### config.mk
export PLATFORM = sky130hd
export DESIGN_NAME = redcim_feeder
export DESIGN_NICKNAME = d
export VERILOG_FILES = /design/src/rtl/redcim_feeder_pkg.sv /design/src/rtl/redcim_lane_packer.sv /design/src/rtl/redcim_feeder.sv
export SDC_FILE = /design/constraint.sdc
export NUM_CORES = 1
export LEC_CHECK = 0
export ABC_AREA = 1
export CAP_MARGIN = 20
export CORE_MARGIN = 1
export CORE_UTILIZATION = 42
export CTS_BUF_LIST = sky130_fd_sc_hd__clkbuf_4 sky130_fd_sc_hd__clkbuf_8
export CTS_CLUSTER_DIAMETER = 60
export DETAILED_ROUTE_END_ITERATION = 10
export PLACE_DENSITY = 0.79
export SLEW_MARGIN = 20
export SYNTH_ARGS = -nofsm -noshare
export SYNTH_HDL_FRONTEND = slang
export SYNTH_SLANG_ARGS = --single-unit
### constraint.sdc
create_clock -name clk -period 3.1 [get_ports clk]
set_input_delay 0.62 -clock clk [delete_from_list [all_inputs] [get_ports clk]]
set_output_delay 0.62 -clock clk [all_outputs]
set_load 0.005 [all_outputs]
### src/rtl/redcim_feeder_pkg.sv
// Shared types and BF16 constants for the redcim feeder block.
package redcim_feeder_pkg;

  localparam int BF16_SIGN_W = 1;
  localparam int BF16_EXP_W  = 8;
  localparam int BF16_MAN_W  = 7;
  localparam int BF16_W      = BF16_SIGN_W + BF16_EXP_W + BF16_MAN_W;

  localparam logic [BF16_W-1:0] BF16_ZERO = 16'h0000;

  typedef enum logic [1:0] {
    ST_FILL,
    ST_LAUNCH,
    ST_WAIT,
    ST_HOLD
  } state_e;

  // A BF16 value with a zero exponent field is zero or denormal; treated as zero.
  function automatic logic bf16_exp_zero(input logic [BF16_W-1:0] v);
    return v[BF16_MAN_W +: BF16_EXP_W] == '0;
  endfunction

endpackage

### src/rtl/redcim_lane_packer.sv
// Lane counter and operand packing for the redcim feeder.
// With REDCIM_FEEDER_ZERO_SKIP_EN defined it also tracks whether every lane
// of the vector being filled is zero.
module redcim_lane_packer
  import redcim_feeder_pkg::*;
#(
  parameter int SIZE = 2
) (
  input  logic                   clk,
  input  logic                   rst,
  input  logic                   i_wr,
  input  logic [BF16_W-1:0]      i_a,
  input  logic [BF16_W-1:0]      i_b,
  output logic                   o_last,
`ifdef REDCIM_FEEDER_ZERO_SKIP_EN
  output logic                   o_all_zero,
`endif
  output logic [BF16_W*SIZE-1:0] o_a,
  output logic [BF16_W*SIZE-1:0] o_b
);

  localparam int CW = (SIZE > 1) ? $clog2(SIZE) : 1;

  logic [CW-1:0]                 r_cnt;
  logic [SIZE-1:0][BF16_W-1:0]   r_a;
  logic [SIZE-1:0][BF16_W-1:0]   r_b;

  assign o_last = (r_cnt == CW'(SIZE - 1));
  assign o_a    = r_a;
  assign o_b    = r_b;

  // Lane pointer: advances per accepted pair, wraps to 0 after the last lane.
  always_ff @(posedge clk or posedge rst) begin
    if (rst)       r_cnt <= '0;
    else if (i_wr) r_cnt <= o_last ? '0 : r_cnt + 1'b1;
  end

  for (genvar g = 0; g < SIZE; g++) begin : g_lane
    // Lane g captures the pair accepted while the pointer sits on it.
    always_ff @(posedge clk or posedge rst) begin
      if (rst) begin
        r_a[g] <= BF16_ZERO;
        r_b[g] <= BF16_ZERO;
      end else if (i_wr && r_cnt == CW'(g)) begin
        r_a[g] <= i_a;
        r_b[g] <= i_b;
      end
    end
  end

`ifdef REDCIM_FEEDER_ZERO_SKIP_EN
  logic r_allz;
  logic w_lane_zero;

  assign w_lane_zero = bf16_exp_zero(i_a) | bf16_exp_zero(i_b);
  // True on the accepting cycle when this lane and all earlier lanes are zero.
  assign o_all_zero  = w_lane_zero && (r_cnt == '0 || r_allz);

  // Running all-zero flag for the lanes already written.
  always_ff @(posedge clk or posedge rst) begin
    if (rst)       r_allz <= 1'b0;
    else if (i_wr) r_allz <= o_all_zero;
  end
`endif

endmodule

### src/rtl/redcim_feeder.sv
// Operand feeder for a CIM dot-product core: packs SIZE BF16 pairs, launches
// the core, waits CORE_LAT cycles, and holds the result until it is taken.
// Optional macro REDCIM_FEEDER_ZERO_SKIP_EN: all-zero vectors bypass the core.
module redcim_feeder
  import redcim_feeder_pkg::*;
#(
  parameter int SIZE     = 2,
  parameter int CORE_LAT = 4
) (
  input  logic                   clk,
  input  logic                   rst,
  input  logic                   in_valid,
  output logic                   in_ready,
  input  logic [BF16_W-1:0]      in_a,
  input  logic [BF16_W-1:0]      in_b,
  output logic                   core_start,
  output logic [BF16_W*SIZE-1:0] core_A,
  output logic [BF16_W*SIZE-1:0] core_B,
  input  logic [BF16_W-1:0]      core_out,
  output logic                   res_valid,
  input  logic                   res_ready,
  output logic [BF16_W-1:0]      res_data,
  output logic [15:0]            res_cnt
);

  localparam int LW = (CORE_LAT > 1) ? $clog2(CORE_LAT) : 1;

  state_e            r_state, w_next;
  logic [LW-1:0]     r_lat;
  logic [BF16_W-1:0] r_res_data;
  logic [15:0]       r_res_cnt;
  logic              w_acc, w_last, w_lat_done, w_skip;

  assign w_acc      = in_valid && (r_state == ST_FILL);
  assign w_lat_done = (r_lat == LW'(CORE_LAT - 1));
  assign res_data   = r_res_data;
  assign res_cnt    = r_res_cnt;

  redcim_lane_packer #(.SIZE(SIZE)) u_packer (
    .clk        (clk),
    .rst        (rst),
    .i_wr       (w_acc),
    .i_a        (in_a),
    .i_b        (in_b),
    .o_last     (w_last),
`ifdef REDCIM_FEEDER_ZERO_SKIP_EN
    .o_all_zero (w_skip),
`endif
    .o_a        (core_A),
    .o_b        (core_B)
  );

`ifndef REDCIM_FEEDER_ZERO_SKIP_EN
  assign w_skip = 1'b0;
`endif

  // State register.
  always_ff @(posedge clk or posedge rst) begin
    if (rst) r_state <= ST_FILL;
    else     r_state <= w_next;
  end

  // Next-state and handshake/launch outputs.
  always_comb begin
    w_next     = r_state;
    in_ready   = 1'b0;
    core_start = 1'b0;
    res_valid  = 1'b0;
    case (r_state)
      ST_FILL: begin
        in_ready = 1'b1;
        if (w_acc && w_last) w_next = w_skip ? ST_HOLD : ST_LAUNCH;
      end
      ST_LAUNCH: begin
        core_start = 1'b1;
        w_next     = ST_WAIT;
      end
      ST_WAIT: begin
        if (w_lat_done) w_next = ST_HOLD;
      end
      ST_HOLD: begin
        res_valid = 1'b1;
        if (res_ready) w_next = ST_FILL;
      end
      default: w_next = ST_FILL;
    endcase
  end

  // Core latency counter: counts WAIT cycles, idle at 0 elsewhere.
  always_ff @(posedge clk or posedge rst) begin
    if (rst)                   r_lat <= '0;
    else if (r_state == ST_WAIT) r_lat <= r_lat + 1'b1;
    else                       r_lat <= '0;
  end

  // Result capture: core output at the end of the last WAIT cycle, or zero on skip.
  always_ff @(posedge clk or posedge rst) begin
    if (rst)                                r_res_data <= BF16_ZERO;
    else if (r_state == ST_WAIT && w_lat_done) r_res_data <= core_out;
    else if (w_acc && w_last && w_skip)     r_res_data <= BF16_ZERO;
  end

  // Delivered-result counter, free-running 16-bit wrap.
  always_ff @(posedge clk or posedge rst) begin
    if (rst)                                r_res_cnt <= '0;
    else if (r_state == ST_HOLD && res_ready) r_res_cnt <= r_res_cnt + 16'd1;
  end

endmodule

==> results.toml <==
[clock_network]
cts_root_buf = "clkbuf_8"
cts.sinks = 101
htree_levels = 3
clock_latency_ns = 0.36
cts_made_buffers = 9
cts_tree = "built"
clockBufferDepth = 2
clk_pin_slew_ns = 0.10
cts_setup_buffers = 0
cts-resized-gates = 0
postCtsHoldBufs = 0

[job]
drv_cap = 0

[cells_and_area]
final_nets = 608
final_cell_mix = "150 x clkdlybuf4s50_1, 101 x dfrtp_1, 96 x nand2_1"
n_antenna_cell = 0
drive_gt1_share_pct = 11.9
area_delta_synth_final_pct = 43.3
mostFrequentLayoutCell = "clkdlybuf4s50_1"

[die]
start_util_pct = 44.1
io_pins = 151
num_rows = 35
die_w_um = 101
die_area_sq_um = 10300
dieHeight_um = 101
design.core.area_sq_um = 9420

[yosys]
synthesis.area_sq_um = 4150
synth-edff-count = 0
synth_compound_area_share_pct = 10.3
synthAdderAreaFrac_pct = 2.11
synth_top_flop_cell = "dfrtp_1"
synth_top_family_by_area = "simple AND/OR/NAND/NOR gates"
synthSimpleGateAreaFrac_pct = 12.5
async_flop_share_pct = 100
synth_seq_area_share_pct = 60.8
synth_mux_area_share_pct = 4.34
synth-xor-area-share_pct = 2.32
avgSynthCellArea_sq_um = 10.4
synth_cells = 398
yosys_warnings = 0
synth.net_count = 457
ys_types = 22
synth-seq-cells = 101

[timing]
slew_viol_final = 0
hold_viol = 0
relSlewSlack_pct = 47.3
finalClockSkew_ns = 0.0103
tightest_slew_ns = 0.789
setup_viol = 0
fin_crit_sh_pct = 77.3
finalSetupTns_ns = 0
finalCriticalPeriod_ns = 2.40
rsz0062_at_grt = "no"
clock.fmax_mhz = 418

[grt]
track_usage_pct = 19.1
grt_max_degree = 47
overflow = 0
grt_pass1_wl_um = 15000
antenna_found_initial = 0
grt_pass1_vias = 3112

[worst_setup_path]
endpoint_kind = "output port"
cp-start-kind = "flip-flop"
crit_required_ns = 2.48
cp_max_fo = 4
crit_type = "flip-flop to output port"
arrival_ns = 1.78

[detailed_routing]
drt_pass1_iterations = 4
drc = 0
via_per_inst = 4.67
ant_nets = 0
vias = 3192
routed_wl_um = 9490
wl_per_cell_um = 13.9
drtIter0Drc = 70

[placed_design]
gp_congestion = 0.772
dp_hpwl_um = 7120
portBuffers = 150

[power_and_ir_drop]
power_density_nw_per_um2 = 849
power_w = 0.00506
ir_drop_mv = 0.407
p_leak_nw = 2.81

[min_path]
hold_path.class = "flip-flop to flip-flop"

[status]
status = "complete, no violations"
state kept, by name, indices dropped and copies added (netlist names):
| name | cells |
|---|---|
| u_packer.o_last | 1 |
| res_cnt | 16 |
| r_state | 2 |
| res_data | 16 |
| u_packer.o_b | 32 |
| r_lat | 2 |
| u_packer.o_a | 32 |
synthesized netlist by cell type (all sizes together), types with 3 or more instances:
cell / instances / area, sq um
nor2: 12 / 45.0
nand4: 3 / 18.8
o21ai: 67 / 422
buf: 10 / 96.4
inv: 53 / 199
mux2: 16 / 180
ha: 7 / 87.6
nand2: 98 / 373
xor2: 6 / 52.6
clkbuf: 5 / 18.8
dfrtp: 101 / 2530
nand3: 11 / 55.1
xnor2: 5 / 43.8
layout make-up:
class / count / area [sq um]
clock buffer: 9 / 124
clock inverter: 7 / 56.3
fill: 756 / 3460
inverter: 53 / 203
multi-input combinational: 229 / 1320
sequential: 101 / 2530
tap: 129 / 161
timing repair buffer: 155 / 1560
critical path, cell delays in order, from the launching register on:
cell and delay [ns]:
dfrtp_1 0.43, inv_1 0.13, ha_1 0.30, clkdlybuf4s50_1 0.56
path summary, 6_finish.rpt:
path                       cells after the start        from               end  slack (ns)
max                                            3  r_state[0]          in_ready        0.70
min                                            1    r_lat[0]          r_lat[0]        0.43
max reg2reg                                    5  r_state[0]  u_packer.o_a[31]        1.10
min reg2reg                                    1    r_lat[0]          r_lat[0]        0.43
max in group asynchronous                      3         rst  u_packer.o_b[29]        1.68
min in group asynchronous                      2         rst        res_cnt[4]        0.74
where the power goes:
| group | leakage (nW) | switching, W | internal [W] | total, W |
|---|---|---|---|---|
| clock | 0.0789 | 0.000479 | 0.000300 | 0.000779 |
| combinational | 1.47 | 0.000828 | 0.00128 | 0.00210 |
| sequential | 1.27 | 0.000326 | 0.00185 | 0.00217 |
routing by layer:
layer	up-vias	global-route usage (%)	wire length [um]
met5	-	0	0
met4	0	8.25	183
met3	16	5.66	672
met2	107	31.3	4580
met1	1519	23.5	4050
li1	1550	-	-
through the flow:
stage	instance area [sq um]	instances	hold slack [ns]	utilization, %	setup WS (ns)
after floorplan	4160	398	0.408	-	1.28
after detailed placement	5770	667	0.429	61.3	0.836
after CTS	5950	683	0.442	63.2	0.681
final	5950	683	0.434	63.2	0.705
after global routing	5950	683	0.467	63.2	0.610
after global placement	5770	667	0.418	61.3	0.886
kinds of logic (layout without fill, tap and decap cells):
group	count (synthesis)	in the layout
AO/OA/AOI/OAI	68	68
multiplexers	16	16
buffers and inverters	68	224
XOR/XNOR	11	11
flip-flops	101	101
adder cells (fa/ha/maj)	7	7
AND/OR/NAND/NOR	127	127
Note: power is estimated with default switching activity, not from simulation.
